File: src/rtl/img_mem_arbiter_if.sv
// Bus bundle between the image-memory arbiter, its three requesters
// (VGA scan-out, zoom engine, host port) and the single-port memory.
interface img_mem_arbiter_if #(
  parameter int ADDR_W = 18,
  parameter int DATA_W = 8
);
  logic              vga_req;
  logic [ADDR_W-1:0] vga_addr;
  logic [DATA_W-1:0] vga_rdata;
  logic              vga_rvalid;

  logic              host_req;
  logic              host_we;
  logic [ADDR_W-1:0] host_addr;
  logic [DATA_W-1:0] host_wdata;
  logic              host_gnt;
  logic [DATA_W-1:0] host_rdata;
  logic              host_rvalid;

  logic              alg_req;
  logic              alg_we;
  logic [ADDR_W-1:0] alg_addr;
  logic [DATA_W-1:0] alg_wdata;
  logic              alg_gnt;
  logic [DATA_W-1:0] alg_rdata;
  logic              alg_rvalid;
  logic              alg_lock;
  logic              alg_locked;

  logic [ADDR_W-1:0] mem_addr;
  logic [DATA_W-1:0] mem_data;
  logic              mem_wren;
  logic [DATA_W-1:0] mem_q;

  logic [15:0]       vga_drop_cnt;

  modport slave (
    input  vga_req, vga_addr,
    output vga_rdata, vga_rvalid,
    input  host_req, host_we, host_addr, host_wdata,
    output host_gnt, host_rdata, host_rvalid,
    input  alg_req, alg_we, alg_addr, alg_wdata, alg_lock,
    output alg_gnt, alg_rdata, alg_rvalid, alg_locked,
    output mem_addr, mem_data, mem_wren,
    input  mem_q,
    output vga_drop_cnt
  );

  modport master (
    output vga_req, vga_addr,
    input  vga_rdata, vga_rvalid,
    output host_req, host_we, host_addr, host_wdata,
    input  host_gnt, host_rdata, host_rvalid,
    output alg_req, alg_we, alg_addr, alg_wdata, alg_lock,
    input  alg_gnt, alg_rdata, alg_rvalid, alg_locked,
    input  mem_addr, mem_data, mem_wren,
    output mem_q,
    input  vga_drop_cnt
  );
endinterface

File: src/rtl/img_mem_arbiter.sv
// Image memory arbiter: VGA reads win every cycle, host and zoom engine
// share the rest round-robin, and the zoom engine can lock the memory.
//
//  state  | meaning
//  SHARED | normal arbitration, VGA first, host/alg round-robin
//  DRAIN  | lock requested; VGA still served, waiting for reads to return
//  LOCKED | alg owns memory; VGA reads answered with black, counted as drops
module img_mem_arbiter #(
  parameter int ADDR_W  = 18,
  parameter int DATA_W  = 8,
  parameter int MEM_LAT = 1
) (
  input logic          clk_100,
  input logic          rst_n,
  img_mem_arbiter_if.slave bus
);

  typedef enum logic [1:0] {SHARED, DRAIN, LOCKED} state_t;
  typedef enum logic [1:0] {OWN_VGA, OWN_HOST, OWN_ALG} own_t;

  state_t            state;
  logic              rr_alg;
  logic              alg_locked;

  logic              host_gnt, alg_gnt;
  logic              iss_vld, iss_we, vga_black;
  own_t              iss_own;
  logic [ADDR_W-1:0] iss_addr;
  logic [DATA_W-1:0] iss_data;

  logic [ADDR_W-1:0] mem_addr;
  logic [DATA_W-1:0] mem_data;
  logic              mem_wren;

  // One entry per cycle of read latency; black entries ride alongside reads.
  logic [MEM_LAT:0]  tag_vld;
  logic [MEM_LAT:0]  tag_blk;
  own_t              tag_own [MEM_LAT+1];
  logic              pipe_empty;

  logic [DATA_W-1:0] vga_rdata, host_rdata, alg_rdata;
  logic              vga_rvalid, host_rvalid, alg_rvalid;
  logic [15:0]       drop_cnt;

  assign pipe_empty = ~|tag_vld;

  // Select this cycle's memory command and the combinational grants.
  always_comb begin
    host_gnt  = 1'b0;
    alg_gnt   = 1'b0;
    iss_vld   = 1'b0;
    iss_we    = 1'b0;
    iss_own   = OWN_VGA;
    iss_addr  = mem_addr;
    iss_data  = mem_data;
    vga_black = 1'b0;
    case (state)
      SHARED: begin
        if (bus.vga_req) begin
          iss_vld  = 1'b1;
          iss_addr = bus.vga_addr;
        end else if (bus.host_req && (!bus.alg_req || !rr_alg)) begin
          host_gnt = 1'b1;
        end else if (bus.alg_req) begin
          alg_gnt = 1'b1;
        end
      end
      DRAIN: begin
        if (bus.vga_req) begin
          iss_vld  = 1'b1;
          iss_addr = bus.vga_addr;
        end
      end
      LOCKED: begin
        vga_black = bus.vga_req;
        alg_gnt   = bus.alg_req;
      end
      default: ;
    endcase
    if (host_gnt) begin
      iss_vld  = 1'b1;
      iss_we   = bus.host_we;
      iss_own  = OWN_HOST;
      iss_addr = bus.host_addr;
      iss_data = bus.host_wdata;
    end else if (alg_gnt) begin
      iss_vld  = 1'b1;
      iss_we   = bus.alg_we;
      iss_own  = OWN_ALG;
      iss_addr = bus.alg_addr;
      iss_data = bus.alg_wdata;
    end
  end

  // Lock FSM and round-robin pointer; entering LOCKED waits for an empty pipe.
  always_ff @(posedge clk_100 or negedge rst_n) begin
    if (!rst_n) begin
      state      <= SHARED;
      alg_locked <= 1'b0;
      rr_alg     <= 1'b0;
    end else begin
      if (host_gnt)     rr_alg <= 1'b1;
      else if (alg_gnt) rr_alg <= 1'b0;
      case (state)
        SHARED: if (bus.alg_lock) state <= DRAIN;
        DRAIN: begin
          if (!bus.alg_lock) begin
            state <= SHARED;
          end else if (pipe_empty) begin
            state      <= LOCKED;
            alg_locked <= 1'b1;
          end
        end
        LOCKED: begin
          if (!bus.alg_lock) begin
            state      <= SHARED;
            alg_locked <= 1'b0;
            rr_alg     <= 1'b0;
          end
        end
        default: state <= SHARED;
      endcase
    end
  end

  // Register the memory command; address and data hold when idle.
  always_ff @(posedge clk_100 or negedge rst_n) begin
    if (!rst_n) begin
      mem_addr <= '0;
      mem_data <= '0;
      mem_wren <= 1'b0;
    end else begin
      mem_addr <= iss_addr;
      mem_data <= iss_data;
      mem_wren <= iss_vld && iss_we;
    end
  end

  // Shift read tags and route returning mem_q to its owner.
  always_ff @(posedge clk_100 or negedge rst_n) begin
    if (!rst_n) begin
      tag_vld     <= '0;
      tag_blk     <= '0;
      for (int i = 0; i <= MEM_LAT; i++) tag_own[i] <= OWN_VGA;
      vga_rdata   <= '0;
      host_rdata  <= '0;
      alg_rdata   <= '0;
      vga_rvalid  <= 1'b0;
      host_rvalid <= 1'b0;
      alg_rvalid  <= 1'b0;
    end else begin
      tag_vld[0] <= iss_vld && !iss_we;
      tag_blk[0] <= vga_black;
      tag_own[0] <= iss_own;
      for (int i = 1; i <= MEM_LAT; i++) begin
        tag_vld[i] <= tag_vld[i-1];
        tag_blk[i] <= tag_blk[i-1];
        tag_own[i] <= tag_own[i-1];
      end
      vga_rvalid  <= 1'b0;
      host_rvalid <= 1'b0;
      alg_rvalid  <= 1'b0;
      if (tag_vld[MEM_LAT]) begin
        case (tag_own[MEM_LAT])
          OWN_HOST: begin host_rvalid <= 1'b1; host_rdata <= bus.mem_q; end
          OWN_ALG:  begin alg_rvalid  <= 1'b1; alg_rdata  <= bus.mem_q; end
          default:  begin vga_rvalid  <= 1'b1; vga_rdata  <= bus.mem_q; end
        endcase
      end
      if (tag_blk[MEM_LAT]) begin
        vga_rvalid <= 1'b1;
        vga_rdata  <= '0;
      end
    end
  end

  // Count VGA reads answered with black while locked, saturating.
  always_ff @(posedge clk_100 or negedge rst_n) begin
    if (!rst_n) begin
      drop_cnt <= '0;
    end else if (vga_black && drop_cnt != 16'hFFFF) begin
      drop_cnt <= drop_cnt + 16'd1;
    end
  end

  assign bus.host_gnt     = host_gnt;
  assign bus.alg_gnt      = alg_gnt;
  assign bus.alg_locked   = alg_locked;
  assign bus.mem_addr     = mem_addr;
  assign bus.mem_data     = mem_data;
  assign bus.mem_wren     = mem_wren;
  assign bus.vga_rdata    = vga_rdata;
  assign bus.vga_rvalid   = vga_rvalid;
  assign bus.host_rdata   = host_rdata;
  assign bus.host_rvalid  = host_rvalid;
  assign bus.alg_rdata    = alg_rdata;
  assign bus.alg_rvalid   = alg_rvalid;
  assign bus.vga_drop_cnt = drop_cnt;

endmodule
File: src/flat_wrapper.sv
// flat-port wrapper written by rule: the top's interface ports become plain ports
module img_mem_arbiter_flat 
#(
  parameter int ADDR_W  = 18,
  parameter int DATA_W  = 8,
  parameter int MEM_LAT = 1
)
  (clk_100, rst_n, bus_vga_req, bus_vga_addr, bus_vga_rdata, bus_vga_rvalid, bus_host_req, bus_host_we, bus_host_addr, bus_host_wdata, bus_host_gnt, bus_host_rdata, bus_host_rvalid, bus_alg_req, bus_alg_we, bus_alg_addr, bus_alg_wdata, bus_alg_lock, bus_alg_gnt, bus_alg_rdata, bus_alg_rvalid, bus_alg_locked, bus_mem_addr, bus_mem_data, bus_mem_wren, bus_mem_q, bus_vga_drop_cnt);
  img_mem_arbiter_if #(.ADDR_W(ADDR_W), .DATA_W(DATA_W)) bus_i ();
  input logic clk_100;
  input logic rst_n;
  input wire logic [$bits(bus_i.vga_req)-1:0] bus_vga_req;
  input wire logic [$bits(bus_i.vga_addr)-1:0] bus_vga_addr;
  output wire logic [$bits(bus_i.vga_rdata)-1:0] bus_vga_rdata;
  output wire logic [$bits(bus_i.vga_rvalid)-1:0] bus_vga_rvalid;
  input wire logic [$bits(bus_i.host_req)-1:0] bus_host_req;
  input wire logic [$bits(bus_i.host_we)-1:0] bus_host_we;
  input wire logic [$bits(bus_i.host_addr)-1:0] bus_host_addr;
  input wire logic [$bits(bus_i.host_wdata)-1:0] bus_host_wdata;
  output wire logic [$bits(bus_i.host_gnt)-1:0] bus_host_gnt;
  output wire logic [$bits(bus_i.host_rdata)-1:0] bus_host_rdata;
  output wire logic [$bits(bus_i.host_rvalid)-1:0] bus_host_rvalid;
  input wire logic [$bits(bus_i.alg_req)-1:0] bus_alg_req;
  input wire logic [$bits(bus_i.alg_we)-1:0] bus_alg_we;
  input wire logic [$bits(bus_i.alg_addr)-1:0] bus_alg_addr;
  input wire logic [$bits(bus_i.alg_wdata)-1:0] bus_alg_wdata;
  input wire logic [$bits(bus_i.alg_lock)-1:0] bus_alg_lock;
  output wire logic [$bits(bus_i.alg_gnt)-1:0] bus_alg_gnt;
  output wire logic [$bits(bus_i.alg_rdata)-1:0] bus_alg_rdata;
  output wire logic [$bits(bus_i.alg_rvalid)-1:0] bus_alg_rvalid;
  output wire logic [$bits(bus_i.alg_locked)-1:0] bus_alg_locked;
  output wire logic [$bits(bus_i.mem_addr)-1:0] bus_mem_addr;
  output wire logic [$bits(bus_i.mem_data)-1:0] bus_mem_data;
  output wire logic [$bits(bus_i.mem_wren)-1:0] bus_mem_wren;
  input wire logic [$bits(bus_i.mem_q)-1:0] bus_mem_q;
  output wire logic [$bits(bus_i.vga_drop_cnt)-1:0] bus_vga_drop_cnt;
  assign bus_i.vga_req = bus_vga_req;
  assign bus_i.vga_addr = bus_vga_addr;
  assign bus_vga_rdata = bus_i.vga_rdata;
  assign bus_vga_rvalid = bus_i.vga_rvalid;
  assign bus_i.host_req = bus_host_req;
  assign bus_i.host_we = bus_host_we;
  assign bus_i.host_addr = bus_host_addr;
  assign bus_i.host_wdata = bus_host_wdata;
  assign bus_host_gnt = bus_i.host_gnt;
  assign bus_host_rdata = bus_i.host_rdata;
  assign bus_host_rvalid = bus_i.host_rvalid;
  assign bus_i.alg_req = bus_alg_req;
  assign bus_i.alg_we = bus_alg_we;
  assign bus_i.alg_addr = bus_alg_addr;
  assign bus_i.alg_wdata = bus_alg_wdata;
  assign bus_i.alg_lock = bus_alg_lock;
  assign bus_alg_gnt = bus_i.alg_gnt;
  assign bus_alg_rdata = bus_i.alg_rdata;
  assign bus_alg_rvalid = bus_i.alg_rvalid;
  assign bus_alg_locked = bus_i.alg_locked;
  assign bus_mem_addr = bus_i.mem_addr;
  assign bus_mem_data = bus_i.mem_data;
  assign bus_mem_wren = bus_i.mem_wren;
  assign bus_i.mem_q = bus_mem_q;
  assign bus_vga_drop_cnt = bus_i.vga_drop_cnt;
  img_mem_arbiter #(.ADDR_W(ADDR_W), .DATA_W(DATA_W), .MEM_LAT(MEM_LAT)) u_core (.clk_100(clk_100), .rst_n(rst_n), .bus(bus_i));
endmodule
File: config.mk
export PLATFORM = sky130hd
export DESIGN_NAME = img_mem_arbiter_flat
export DESIGN_NICKNAME = d
export VERILOG_FILES = /design/src/rtl/img_mem_arbiter_if.sv /design/src/rtl/img_mem_arbiter.sv /design/src/flat_wrapper.sv
export SDC_FILE = /design/constraint.sdc
export NUM_CORES = 1
export LEC_CHECK = 0
export CAP_MARGIN = 20
export CELL_PAD_IN_SITES_DETAIL_PLACEMENT = 0
export CELL_PAD_IN_SITES_GLOBAL_PLACEMENT = 2
export CORE_MARGIN = 2
export CORE_UTILIZATION = 27
export DETAILED_ROUTE_END_ITERATION = 7
export GPL_TIMING_DRIVEN = 0
export PLACE_DENSITY_LB_ADDON = 0.25
export SYNTH_ARGS = -nofsm -noshare
export SYNTH_HDL_FRONTEND = slang
export SYNTH_SLANG_ARGS = --single-unit
File: constraint.sdc
create_clock -name clk_100 -period 5.1 [get_ports clk_100]
set_input_delay 1.02 -clock clk_100 [delete_from_list [all_inputs] [get_ports clk_100]]
set_output_delay 1.02 -clock clk_100 [all_outputs]
set_load 0.005 [all_outputs]
Word-level counts from Yosys, hierarchy flattened. Index checks and enable logic that the tools add are counted.

Flip-flop bits (word level): 82. Bits of input ports: 86. Output and inout port bits: 73. Word-level logic and storage cells: 97.

Add/sub/neg operators: 1. Equality and inequality tests: 11. Multiplexer cells: 45. Reduce and logical (&&, ||, !) cells: 23.

Operator list (count): 2-to-1 mux 18 bit (4); 2-to-1 mux 8 bit (5); 2-to-1 mux 1 bit (27); adder 16 x 1 -> 16 bit (second input constant) (1); inequality test 16 bit (second input constant) (1); 2-to-1 mux 2 bit (6); inequality test 2 bit (second input constant) (4); AND reduction 2 bit (4); case mux 2 bit (3 select lines) (1); nonzero test 2 bit (3); nonzero test 3 bit (2); OR reduction 2 bit (3); == test 2 x 1 -> 1 bit (second input constant) (2); == test 2 bit (second input constant) (2); logical AND 1 bit (4); case mux 1 bit (2 select lines) (2); AND reduction 4 bit (1); logical NOT 1 bit (3); inequality test 3 bit (second input constant) (1); AND reduction 3 bit (1); logical NOT 2 bit (1); inequality test 2 x 1 -> 1 bit (second input constant) (1); logical OR 1 bit (1).

Logic depth before layout (Yosys ltp). Gate-level depths: netlist of run 1.

Depth after elaboration: 10. Mapped depth: 6. Gate-level depth less buffers: 5.

Least setup slack after synthesis of run 1. No wires, ideal clock.

Kind: in2out. From: in bus_host_req. To: out bus_host_gnt. Arrival: 1.755 ns. Data required time: 4.080 ns. Slack: 2.325 ns. Stages on the path: 3. Buffers on the path: 1. Path through: nand2b_1 -> a2111oi_2 -> clkbuf_1.

Cells in the longest elaborated chain, start to end: 4.

Ends and longest elaborated chain: start: declaration (line flat_wrapper.sv:16) `input wire logic [$bits(bus_i.host_req)-1:0] bus_host_req;`; logical AND 1 bit (line img_mem_arbiter.sv:62) `end else if (bus.host_req && (!bus.alg_req || !rr_alg)) begin`; 2-to-1 mux 1 bit (line img_mem_arbiter.sv:62); 2-to-1 mux 1 bit (line img_mem_arbiter.sv:59) `if (bus.vga_req) begin`; 2-to-1 mux 1 bit (line img_mem_arbiter.sv:57) `case (state)`; end: declaration (line flat_wrapper.sv:20) `output wire logic [$bits(bus_i.host_gnt)-1:0] bus_host_gnt;`.

Every way passes these cells.

Worst setup path in the final report of run 1.
From: in bus_host_req. To: out bus_alg_gnt.

Cells in the longest elaborated chain, start to end: 4.

Ends and longest elaborated chain: logical AND 1 bit (line img_mem_arbiter.sv:62); 2-to-1 mux 1 bit (line img_mem_arbiter.sv:62); 2-to-1 mux 1 bit (line img_mem_arbiter.sv:59); case mux 1 bit (2 select lines) (line img_mem_arbiter.sv:57); end: declaration (line flat_wrapper.sv:28) `output wire logic [$bits(bus_i.alg_gnt)-1:0] bus_alg_gnt;`.

Every way passes these cells.

==> results of run 1 <==
## stage by stage
step | hold slack (ns) | TNS (ns) | worst slack [ns]
6_report | 0.3484 | 0 | 0.9366
3_5_place_dp | 0.3347 | 0 | 0.9106
5_1_grt | 0.3659 | 0 | 0.8053
2_1_floorplan | 0.3312 | 0 | 2.325
4_1_cts | 0.3489 | 0 | 0.8901
3_3_place_gp | 0.3352 | -18.02 | -0.2275
## layer usage
layer | part of all wire | routed length [um]
met3 | 0.084 | 929
met2 | 0.44 | 4830
met1 | 0.46 | 5071
met5 | 0 | 0
met4 | 0.021 | 236
## synth_stat cells (2+ instances only)
master	count
a21oi_1	10
a22oi_1	8
a41oi_1	18
and2_1	2
buf_1	2
clkbuf_1	16
dfrtp_1	82
ha_1	3
inv_1	9
mux2_2	19
nand2_1	62
nand2b_1	4
nand3_1	41
nand4_1	2
nor2_1	22
nor2b_1	3
nor3_1	5
nor3b_1	4
nor4_1	3
o2111ai_1	2
o21ai_0	3
xnor2_1	3
xor2_1	9
## registers in the layout, summed over array words and instances, names as in the netlist
name,cells
u_core.bus.mem_data,8
u_core.bus.vga_rdata,8
u_core.rr_alg,1
u_core.bus.alg_locked,1
u_core.bus.host_rvalid,1
u_core.tag_own,4
u_core.bus.mem_addr,18
u_core.bus.alg_rvalid,1
u_core.tag_blk,2
u_core.bus.vga_drop_cnt,16
u_core.state,2
u_core.tag_vld,2
u_core.bus.alg_rdata,8
u_core.bus.host_rdata,8
u_core.bus.vga_rvalid,1
u_core.bus.mem_wren,1
## power by group
part | leakage, nW | internal [mW] | switching, mW
Clock | 0.153 | 0.428 | 0.257
Sequential | 1.01 | 0.782 | 0.0818
Combinational | 1.25 | 0.366 | 0.205
## logic make-up after synthesis
| family | after synthesis | share of synthesized area |
|---|---|---|
| AND/OR/NAND/NOR | 157 | 0.2097 |
| flip-flops | 82 | 0.5620 |
| AO/OA/AOI/OAI | 49 | 0.1014 |
| buffers and inverters | 28 | 0.02913 |
| multiplexers | 19 | 0.05860 |
| XOR/XNOR | 12 | 0.02879 |
| adder cells (fa/ha/maj) | 3 | 0.01028 |
## final timing paths
kind / startpoint / to / slack [ns] / cells past startpoint
min: u_core.tag_own[2] / u_core.tag_own[0] / 0.35 / 0
max: bus_host_req / bus_alg_gnt / 0.94 / 5
min reg2reg: u_core.tag_own[2] / u_core.tag_own[0] / 0.35 / 0
min in group asynchronous: rst_n / u_core.bus.vga_drop_cnt[5] / 0.59 / 1
max in group asynchronous: rst_n / u_core.bus.host_rdata[0] / 3.91 / 2
max reg2reg: u_core.state[0] / u_core.bus.mem_addr[16] / 2.99 / 6
## worst register-to-register path: cells and delay by family (launching register included)
kind	cells	cell delay [ns]
AOI/OAI and AO/OA	2	0.32
buffers and inverters	2	0.91
DFF	1	0.47
and+or+nand+nor	2	0.31
## area by class of cell
cell class	count	area (um2)	share of cell area
multi-input cells	240	1493	0.2578
well taps	176	220.2	0.03804
plain buffers	19	72.57	0.01254
repair buffers	159	1607	0.2775
clock buffers	11	232.7	0.04020
clock inverters	5	78.83	0.01362
flip-flops and latches	82	2052	0.3544
inverters	9	33.78	0.005835
==> flow_summary.ini, run 1 <==
[status]
status = completed

[setup_path]
arrival_ns = 3.14
path_cells = clkdlybuf4s50_1 -> nor2b_1 -> o21ai_1 -> and2_1 -> clkdlybuf4s50_1
critical_path_buf_inv_count = 2
critPathTopFamily = buffers and inverters
worst_path_max_delay_cell = o21ai_1
end_kind = output port
slowest_delay_ns = 0.67
cp_max_fo = 10
worstPathRequired_ns = 4.08
crit_type = input pin to output port
critPathLaunchType = input pin
cpMostUsedCell = clkdlybuf4s50_1

[floorplan]
initial_core_util = 0.2757
core.rowCount = 42
die-area_mm2 = 0.01447
coreArea_mm2 = 0.01324
ios = 159
dieWidth_um = 120.3
fp.dieH_um = 120.3

[final_layout]
diodes = 0
final_nets = 609
layout-drive-gt1-share = 0.08190
area_growth_pct = 58.57
final_common_cell = clkdlybuf4s50_1
layout.cells.non_filler = 701
final_util = 0.4372
nFillCells = 1344
final_area_mm2 = 0.005789
final_cell_mix = clkdlybuf4s50_1 (157), dfrtp_1 (82), nand2_1 (62)

[cts]
numCtsBuffers = 9
htreeDepth = 3
insertion_delay_ns = 0.34
tritoncts = done
post_cts_buffers = 0
root_buffer = clkbuf_16
path_clk_slew_ns = 0.06
cts_resized = 0
cts_buffer_depth = 2
clock_sinks = 82
cts_hold_buf = 0

[place]
routabilityCongestion = 0.7657
place_hpwl_um = 8045
dp_cells = 685
place_area_mm2 = 0.005478
portBuffers = 158

[yosys]
synth_area_per_cell_um2 = 10.43
synth_edf_count = 0
ys_seq_area_frac = 0.5620
async_reset_ff_frac = 1.000
syn-num-nets = 439
postSynthCellCount = 350
ys.flop_type = dfrtp_1
yosys_warnings = 0
synth_top_area_cell = dfrtp_1
yosys-top-cells-area = dfrtp_1 (56%), nand2_1 (6.4%), mux2_2 (5.9%)
synth_area_mm2 = 0.003651
ys_seq_elements = 82
synth_cell_types = 41
synth_top_cell_area_share = 0.5620

[sta]
tightest_slew_ns = 0.8689
min_period_over_period = 0.8164
period_needed_ns = 4.163
grt_setup_unrepaired = no
hold_viol_final = 0
setup_violations = 0
slew_headroom = 0.4168
clock_skew_ns = 0.005239
drv_slew = 0
timing.fmax_ghz = 0.2402

[global_route]
grt-ovfl-total = 0
grt-busiest-layer = met2
grt_use_total = 0.1589
grt_first_pass_wirelength_um = 17930
grt_max_degree = 62
met3_usage = 0.05566
groute.layer.met2.usage = 0.2376
grt_pass1_vias = 3499
antenna_found_initial = 0
met1_usage = 0.2098

[pwr]
power.total_mw = 2.119
vdd_drop_max_mv = 0.1649
power.density_mw_per_mm2 = 366.1
cellLeakagePower_nw = 2.420

[hold_path]
min_path_type = register to register

[route]
wl_um = 11070
antenna_left = 0
drt_first_iter_violations = 215
drcViolationCount = 0
wl_per_cell_um = 15.79
vias_per_cell = 4.762
routed-via-count = 3338
dr.pass1.iters = 4

[flow_run]
drv_cap = 0
Note: power is estimated with default switching activity, not from simulation.
==> run 2, diff against run 1 <==
Settings changed: CORE_UTILIZATION 27 to 25.
Clock period 5.1 ns to 4.02 ns, I/O delays scaled along.
==> flow_summary.ini, run 2 (synthesis results as in run 1) <==
[status]
status = completed

[route]
wl_per_cell_um = 16.00
vias_per_cell = 4.645
dr.pass1.iters = 4
wl_um = 11350
drcViolationCount = 0
drt_first_iter_violations = 119
antenna_left = 0
routed-via-count = 3293

[cts]
root_buffer = clkbuf_16
htreeDepth = 3
insertion_delay_ns = 0.34
numCtsBuffers = 9
cts_resized = 0
path_clk_slew_ns = 0.06
cts_buffer_depth = 2
cts_hold_buf = 0
tritoncts = done
clock_sinks = 82
post_cts_buffers = 0

[pwr]
vdd_drop_max_mv = 0.2130
power.density_mw_per_mm2 = 465.2
power.total_mw = 2.698
cellLeakagePower_nw = 2.411

[floorplan]
die-area_mm2 = 0.01559
initial_core_util = 0.2531
fp.dieH_um = 124.8
coreArea_mm2 = 0.01442
ios = 159
dieWidth_um = 124.8
core.rowCount = 44

[final_layout]
nFillCells = 1452
largest_register_ffs = 18
final_nets = 609
regMostFlops = u_core.bus.mem_addr
final_common_cell = clkdlybuf4s50_1
final_cell_mix = clkdlybuf4s50_1 (157), dfrtp_1 (82), nand2_1 (62)
final_area_mm2 = 0.005799
ff_latch_area_mm2 = 0.002052
layout-drive-gt1-share = 0.08206
multi_input_area_mm2 = 0.001493
area_growth_pct = 58.84

[sta]
slew_headroom = 0.4041
hold_slack_ns = 0.3471
fin_setup_tns_ns = 0
hold_viol_final = 0
grt_setup_unrepaired = no
period_needed_ns = 3.758
setup_violations = 0
timing.fmax_ghz = 0.2661
worst_slack_ns = 0.2624
min_period_over_period = 0.9347
clock_skew_ns = 0.003584
tightest_slew_ns = 0.8879
drv_slew = 0

[setup_path]
cp_max_fo = 10
end_kind = output port
r2r_slack_ns = 1.93
arrival_ns = 2.95
worstPathRequired_ns = 3.22
critPathLaunchType = input pin
rr_worst_depth = 5
crit_type = input pin to output port
r2r_start = u_core.state[0]
timing.rr.end = u_core.bus.mem_addr[16]

[place]
place_area_mm2 = 0.005488
place_ws_ns = 0.2599
place_hpwl_um = 8286
routabilityCongestion = 0.7827
portBuffers = 158

[global_route]
grt-ovfl-total = 0
grt_use_total = 0.1472
grt_first_pass_wirelength_um = 18200
grt_max_degree = 52
antenna_found_initial = 1
grt_pass1_vias = 3444

[hold_path]
hold_start = u_core.tag_own[2]
holdPathEnd = u_core.tag_own[0]
min_path_type = register to register
hold_depth = 0

[flow_run]
drv_cap = 0
[run 2: cell count changes in the layout (fill, tap and decap cells not counted), sizes merged]
cell | previous run | this run
clkbuf | 27 | 26
clkinv | 3 | 1
clkinvlp | 0 | 2
diode | 0 | 1
[run 2: where the power goes]
part	switching, mW	internal, mW	leakage [nW]	total, mW
Sequential	0.108	0.992	1.01	1.10
Clock	0.333	0.540	0.145	0.872
Combinational	0.262	0.464	1.25	0.726
[run 2: worst max-delay path by stage]
stage	start	endpoint	cells past startpoint
after CTS	bus_host_req	bus_alg_gnt	5
after detailed placement	bus_host_req	bus_alg_gnt	5
after global routing	bus_host_req	bus_host_gnt	5
after global placement	rst_n	u_core.bus.mem_addr[11]	1
final	bus_host_req	bus_alg_gnt	5
after floorplan	bus_host_req	bus_host_gnt	3
[run 2: worst max-delay path, cell delays in order]
cell and delay, ns:
clkdlybuf4s50_1 0.44, nor2b_1 0.14, o21ai_1 0.69, and2_1 0.30, clkdlybuf4s50_1 0.58
[run 2: layout make-up]
| type | instances | share of cell area |
|---|---|---|
| antenna | 1 | 0.0004315 |
| buffer | 19 | 0.01251 |
| clock buffer | 10 | 0.03948 |
| clock inverter | 5 | 0.01381 |
| inverter | 9 | 0.005825 |
| multi-input combinational | 240 | 0.2574 |
| sequential | 82 | 0.3538 |
| tap | 184 | 0.03970 |
| timing repair buffer | 159 | 0.2770 |
[run 2: per-stage QoR]
stage | cells | utilization
final | 709 | 0.4021
after global routing | 708 | 0.4019
after CTS | 708 | 0.4019
after detailed placement | 693 | 0.3805
after global placement | 692 | 0.3787
after floorplan | 350 | -
[run 2: routing by layer]
layer | wire length [um] | vias to the layer above | global-route usage
li1 | - | 1578 | -
met3 | 905 | 15 | 0.04940
met2 | 5220 | 123 | 0.2350
met5 | 0 | - | 0
met1 | 5003 | 1577 | 0.1852
met4 | 216 | 0 | 0.05556
